===== src/rtl/serial_addsub_ctrl.sv =====
// Bit-serial add/sub sequencer around one fas bit cell, LSB first; result after N+1 cycles.
// No backpressure: start is taken in IDLE or on the DONE exit edge, otherwise dropped.
module serial_addsub_ctrl #(
  parameter int N = 8
) (
  input  logic         clk,
  input  logic         rst,
  input  logic         start,
  input  logic         a_ns_in,
  input  logic [N-1:0] op_a,
  input  logic [N-1:0] op_b,
  output logic         fas_a,
  output logic         fas_b,
  output logic         fas_cin,
  output logic         fas_a_ns,
  input  logic         fas_s,
  input  logic         fas_cout,
  output logic [N-1:0] result,
  output logic         carry_out,
  output logic         busy,
  output logic         done
);

  localparam int CW = $clog2(N);

  typedef enum logic [1:0] {IDLE, RUN, DONE} state_t;

  state_t        state;
  logic [N-1:1]  sh_a;
  logic [N-1:1]  sh_b;
  logic [CW-1:0] cnt;
  logic          carry;

  assign fas_cin   = carry;
  assign carry_out = carry;

  always_ff @(posedge clk or posedge rst) begin
    if (rst) begin
      state    <= IDLE;
      sh_a     <= '0;
      sh_b     <= '0;
      cnt      <= '0;
      carry    <= 1'b0;
      fas_a    <= 1'b0;
      fas_b    <= 1'b0;
      fas_a_ns <= 1'b0;
      result   <= '0;
      busy     <= 1'b0;
      done     <= 1'b0;
    end else begin
      done <= 1'b0;
      case (state)
        IDLE, DONE: begin
          // Taking start on the DONE exit edge gives one operation per N+1 cycles.
          if (start) begin
            state    <= RUN;
            sh_a     <= op_a[N-1:1];
            sh_b     <= op_b[N-1:1];
            fas_a    <= op_a[0];
            fas_b    <= op_b[0];
            fas_a_ns <= a_ns_in;
            carry    <= 1'b0;
            cnt      <= '0;
            result   <= '0;
            busy     <= 1'b1;
          end else begin
            state <= IDLE;
          end
        end
        RUN: begin
          result <= {fas_s, result[N-1:1]};
          carry  <= fas_cout;
          sh_a   <= sh_a >> 1;
          sh_b   <= sh_b >> 1;
          cnt    <= cnt + 1'b1;
          if (cnt == CW'(N - 1)) begin
            state <= DONE;
            busy  <= 1'b0;
            done  <= 1'b1;
          end else begin
            fas_a <= sh_a[1];
            fas_b <= sh_b[1];
          end
        end
        default: state <= IDLE;
      endcase
    end
  end

endmodule

===== config.mk =====
export PLATFORM = sky130hd
export DESIGN_NAME = serial_addsub_ctrl
export DESIGN_NICKNAME = d
export VERILOG_FILES = /design/src/rtl/serial_addsub_ctrl.sv
export SDC_FILE = /design/constraint.sdc
export NUM_CORES = 1
export LEC_CHECK = 0
export ABC_AREA = 1
export BUFFER_PORTS_ARGS = -buffer_cell sky130_fd_sc_hd__clkbuf_2
export CELL_PAD_IN_SITES_DETAIL_PLACEMENT = 0
export CELL_PAD_IN_SITES_GLOBAL_PLACEMENT = 2
export CORE_MARGIN = 5
export CORE_UTILIZATION = 33
export DETAILED_ROUTE_END_ITERATION = 8
export PLACE_DENSITY_LB_ADDON = 0.2
export RECOVER_POWER = 50
export SLEW_MARGIN = 20
export SYNTH_ARGS = -nofsm -noshare
export SYNTH_HDL_FRONTEND = slang
export SYNTH_SLANG_ARGS = --single-unit
export TNS_END_PERCENT = 1

===== constraint.sdc =====
create_clock -name clk -period 3.45 [get_ports clk]
set_input_delay 0.345 -clock clk [delete_from_list [all_inputs] [get_ports clk]]
set_output_delay 0.345 -clock clk [all_outputs]
set_load 0.01 [all_outputs]

## Word level (Yosys, flattened, before mapping)

Cells that the tools add are included.

| storage, ports and cells | value |
|---|---|
| bits in registers | 33 |
| bits of input ports | 22 |

| operators by class | value |
|---|---|
| reductions and logical operators | 7 |
| $add $sub $neg | 1 |
| equal/unequal tests | 6 |
| muxes and demuxes | 24 |

Operators by type and width:

| operator | number |
|---|---|
| 7-bit case mux with 2 select lines | 2 |
| 8-bit case mux with 2 select lines | 1 |
| 7-bit 2-to-1 mux | 2 |
| 1-bit 2-to-1 mux | 10 |
| 8-bit 2-to-1 mux | 1 |
| 1-bit case mux with 2 select lines | 4 |
| 2-bit != test, second input constant | 3 |
| 3-bit case mux with 2 select lines | 1 |
| 3-bit AND reduction | 2 |
| 2-bit case mux with 2 select lines | 1 |
| 2-bit AND reduction | 2 |
| 3-bit by 1-bit adder with 3-bit output, second input constant | 1 |
| 3-bit == test, second input constant | 1 |
| 3-bit 2-to-1 mux | 1 |
| 2-bit by 1-bit == test with 1-bit output, second input constant | 1 |
| 2-bit == test, second input constant | 1 |
| 2-bit zero test | 1 |
| 2-bit 2-to-1 mux | 1 |
| 2-bit nonzero test | 1 |
| 2-bit OR reduction | 1 |

## Logic depth before layout (Yosys ltp)

| logic depth | value |
|---|---|
| depth in word-level cells | 4 |
| depth in mapped cells | 8 |
| mapped depth without buffers | 7 |

## Least setup slack after synthesis

No wires, ideal clock.

| path | value |
|---|---|
| path type | flip-flop to flip-flop |
| from | register cnt[0] |
| to | register fas_a |
| setup slack | 2,254 ps |
| arrival time | 1,131 ps |
| library setup time | 65 ps |
| cell stages (with the launch flop) | 8 |
| path buffers | 0 |
| data required time | 3,385 ps |
| clock period less this slack | 1,196 ps |
| cells stage by stage | dfrtp_1 ha_1 ha_1 inv_1 nand3_1 nand2_1 nand2_1 nand2_1 |

| on the way | value |
|---|---|
| cells in the longest elaborated chain, start to end | 3 |

RTL lines:

| element | RTL line | RTL |
|---|---|---|
| start: declaration | 31 | `logic [CW-1:0] cnt;` |
| start signal: assignment | 75 | `cnt <= cnt + 1'b1;` |
| 3-bit == test | 76 | `if (cnt == CW'(N - 1)) begin` |
| 2-bit != test (no source line) | - |  |
| 3-bit AND reduction (no source line) | - |  |
| end signal: assignment | 59 | `fas_a <= op_a[0];` |
| end signal: assignment | 81 | `fas_a <= sh_a[1];` |
| end: declaration | 12 | `output logic fas_a,` |

Every way passes these cells.
A chain may end at the register's enable or synchronous reset.

==> impl_metrics.env <==
export IMPL_status="finished, violations left"
export IMPL_failed_checks="max-capacitance violations, max-slew violations"
export IMPL_hp_class="in2reg"
export IMPL_place_congestion=0.7142
export IMPL_dieArea_sq_um=6489
export IMPL_switching_share_pct=43.18
export IMPL_synthesis_nets=222
export IMPL_row_count=25
export IMPL_nets=257
export IMPL_ys_seq_area_share_pct=50.27
export IMPL_multiInputGateArea_sq_um=605.6
export IMPL_setup_ws_ns=1.710
export IMPL_hold_ws_ns=0.2578
export IMPL_cp_end_kind="asynchronous set/reset pin"
export IMPL_cts_resized=0
export IMPL_syn_cell_area_sq_um=1643
export IMPL_cts_root_buf="clkbuf_8"
export IMPL_wl_per_cell_um=11.18
export IMPL_required_ns=3.49
export IMPL_comb_power_share_pct=43.6
export IMPL_rsz0062_at_grt="false"
export IMPL_antenna_found_initial=0
export IMPL_fp_dieH_um=80.56
export IMPL_clock_skew_ns=0.001193
export IMPL_r2r_end="cnt[0]"
export IMPL_max_freq_ghz=0.5747
export IMPL_dr_total_vias=1243
export IMPL_io_pins=37
export IMPL_avgSynthCellArea_sq_um=8.297
export IMPL_hold_viol_final=0
export IMPL_cp_start_kind="input port"
export IMPL_synth_warnings=0
export IMPL_slew_headroom_pct=-21.23
export IMPL_antennaDiodeCount=0
export IMPL_regArea_sq_um=825.8
export IMPL_syn_to_final_growth_pct=15.84
export IMPL_period_share_pct=50.43
export IMPL_p_leak_nw=1.084
export IMPL_rrSetupSlack_ns=1.84
export IMPL_min_delay_start="a_ns_in"
export IMPL_clock_sinks=33
export IMPL_place_ws_ns=1.837
export IMPL_cts_inserted_buffers=5
export IMPL_synth_distinct_cells=18
export IMPL_initial_core_util_pct=34.33
export IMPL_path_clk_slew_ns=0.06
export IMPL_overflow=0
export IMPL_p_seq_share_pct=39.8
export IMPL_syn_inst=198
export IMPL_final_area_sq_um=1903
export IMPL_min_path_cells=3
export IMPL_firstDrtPassIters=4
export IMPL_drc=0
export IMPL_ant_nets=0
export IMPL_yosys_register_bits=33
export IMPL_worstMarginPinSlew_ns=1.818
export IMPL_gr_usage_all_layers_pct=11.98
export IMPL_setup_viol=0
export IMPL_critPathMaxFanout=33
export IMPL_vias_per_cell=4.143
export IMPL_grt_pass1_wl_mm=5.975
export IMPL_hold_end="fas_a_ns"
export IMPL_numPortBuffers=36
export IMPL_placed_area_sq_um=1829
export IMPL_vdd_drop_max_mv=0.3255
export IMPL_fillerInstances=528
export IMPL_wirelength_mm=3.355
export IMPL_worstRegToRegCells=4
export IMPL_clk_latency_ns=0.28
export IMPL_drv_cap=1
export IMPL_ctsHoldBuffers=0
export IMPL_grt_max_degree=34
export IMPL_power_density_nw_per_um2=926.7
export IMPL_coreArea_sq_um=4786
export IMPL_drt_iter0_markers=56
export IMPL_clk_path_buf_depth=2
export IMPL_cts_setup_buffers=0
export IMPL_dp_hpwl_mm=2.270
export IMPL_grt_pass1_vias=1241
export IMPL_critPathArrivalTime_ns=1.78
export IMPL_timing_rr_start="state[0]"
export IMPL_intPower_mw=1.002
export IMPL_period_minus_slack_ns=1.740
export IMPL_switching_power_uw=761.4
export IMPL_timing_setup_tns_ns=0
export IMPL_p_clk_share_pct=16.6
export IMPL_cts_tree="yes"
export IMPL_critical_path_class="in2async"
export IMPL_power_total_mw=1.764
export IMPL_final_max_slew_violation_count=34
export IMPL_h_tree_depth=2
export IMPL_fp_dieW_um=80.56
export IMPL_drive_gt1_share_pct=22.32
-- state kept, by name (all words and copies together) (netlist names), 2 cells and up --
signal	flops
result	8
sh_a	7
cnt	3
sh_b	7
state	2
-- layout make-up --
cell class,count,share of cell area [%]
Tap cell,67,4.405
Timing Repair Buffer,37,9.204
Sequential cell,33,43.39
Multi-Input combinational cell,125,31.82
Inverter,31,6.640
Clock buffer,7,4.536
-- how the worst max path moves through the flow --
stage	start	to	slack [ns]	depth (start not counted)
after floorplan	cnt[0]	fas_a	2.25	7
after global placement	state[0]	cnt[0]	1.87	4
after detailed placement	state[0]	cnt[0]	1.84	4
after CTS	state[0]	cnt[0]	1.82	4
after global routing	rst	carry_out	1.20	3
final	rst	sh_b[2]	1.71	3
-- power by group through the flow --
stage                     clock network [mW]  logic [mW]  registers (mW)
after floorplan                            0       0.679           0.691
after global placement                     0       0.790           0.703
after detailed placement                   0       0.792           0.710
after CTS                              0.306       0.797           0.704
after global routing                   0.324       0.901           0.728
final                                  0.292       0.769           0.703
-- metal layers --
| metal | up-vias | part of all wire [%] | track usage (%) | wire [um] |
|---|---|---|---|---|
| li1 | 663 | - | - | - |
| met1 | 544 | 52 | 16.94 | 1751 |
| met2 | 29 | 41 | 16.72 | 1362 |
| met3 | 7 | 5.5 | 4.260 | 186 |
| met4 | 0 | 1.6 | 4.054 | 55 |
| met5 | - | 0 | 0 | 0 |
-- cells by family (layout without fill, tap and decap cells) --
logic type | count (synthesis) | in the layout | synth area share [%]
adders and majority gates | 2 | 2 | 1.523
buffers and inverters | 40 | 75 | 12.87
DFF | 33 | 33 | 50.27
and+or+nand+nor | 119 | 119 | 33.89
AOI/OAI and AO/OA | 4 | 4 | 1.447
-- stage by stage --
stage | instances | util, %
floorplan | 198 | -
global placement | 293 | 38.22
detailed placement | 293 | 38.22
CTS | 300 | 40.03
global route | 300 | 39.76
finish | 300 | 39.76
-- Yosys cell counts --
master | count | area, sq um
nand2_8 | 3 | 60.06
nand2_1 | 74 | 277.8
inv_1 | 28 | 105.1
nand3_1 | 29 | 145.1
buf_2 | 4 | 20.02
nand2_2 | 10 | 62.56
inv_8 | 1 | 11.26
buf_4 | 1 | 7.510
inv_4 | 1 | 6.260
nor2_1 | 3 | 11.26
inv_2 | 1 | 3.750
ha_1 | 2 | 25.02
a21oi_2 | 1 | 8.760
buf_8 | 1 | 15.01
o21ai_0 | 3 | 15.01
dfrtp_1 | 33 | 825.8
buf_12 | 1 | 20.02
buf_6 | 2 | 22.52
-- critical path, stage by stage --
cell,delay (ns)
clkbuf_2,0.08
inv_1,0.04
clkbuf_1,1.30
-- cell usage in the layout (no fill, tap or decap) --
| cell type | Yosys | layout |
|---|---|---|
| inv_1 | 28 | 28 |
| clkbuf_2 | 0 | 29 |
| a21oi_2 | 1 | 1 |
| nand2_1 | 74 | 74 |
| nand3_1 | 29 | 29 |
| nand2_2 | 10 | 10 |
| nand2_8 | 3 | 3 |
| inv_4 | 1 | 1 |
| clkbuf_1 | 0 | 9 |
| nor2_1 | 3 | 3 |
| clkbuf_8 | 0 | 6 |
| inv_8 | 1 | 1 |
| o21ai_0 | 3 | 3 |
| inv_2 | 1 | 1 |
| ha_1 | 2 | 2 |
| dfrtp_1 | 33 | 33 |
Power figures use the tool's default switching activity.
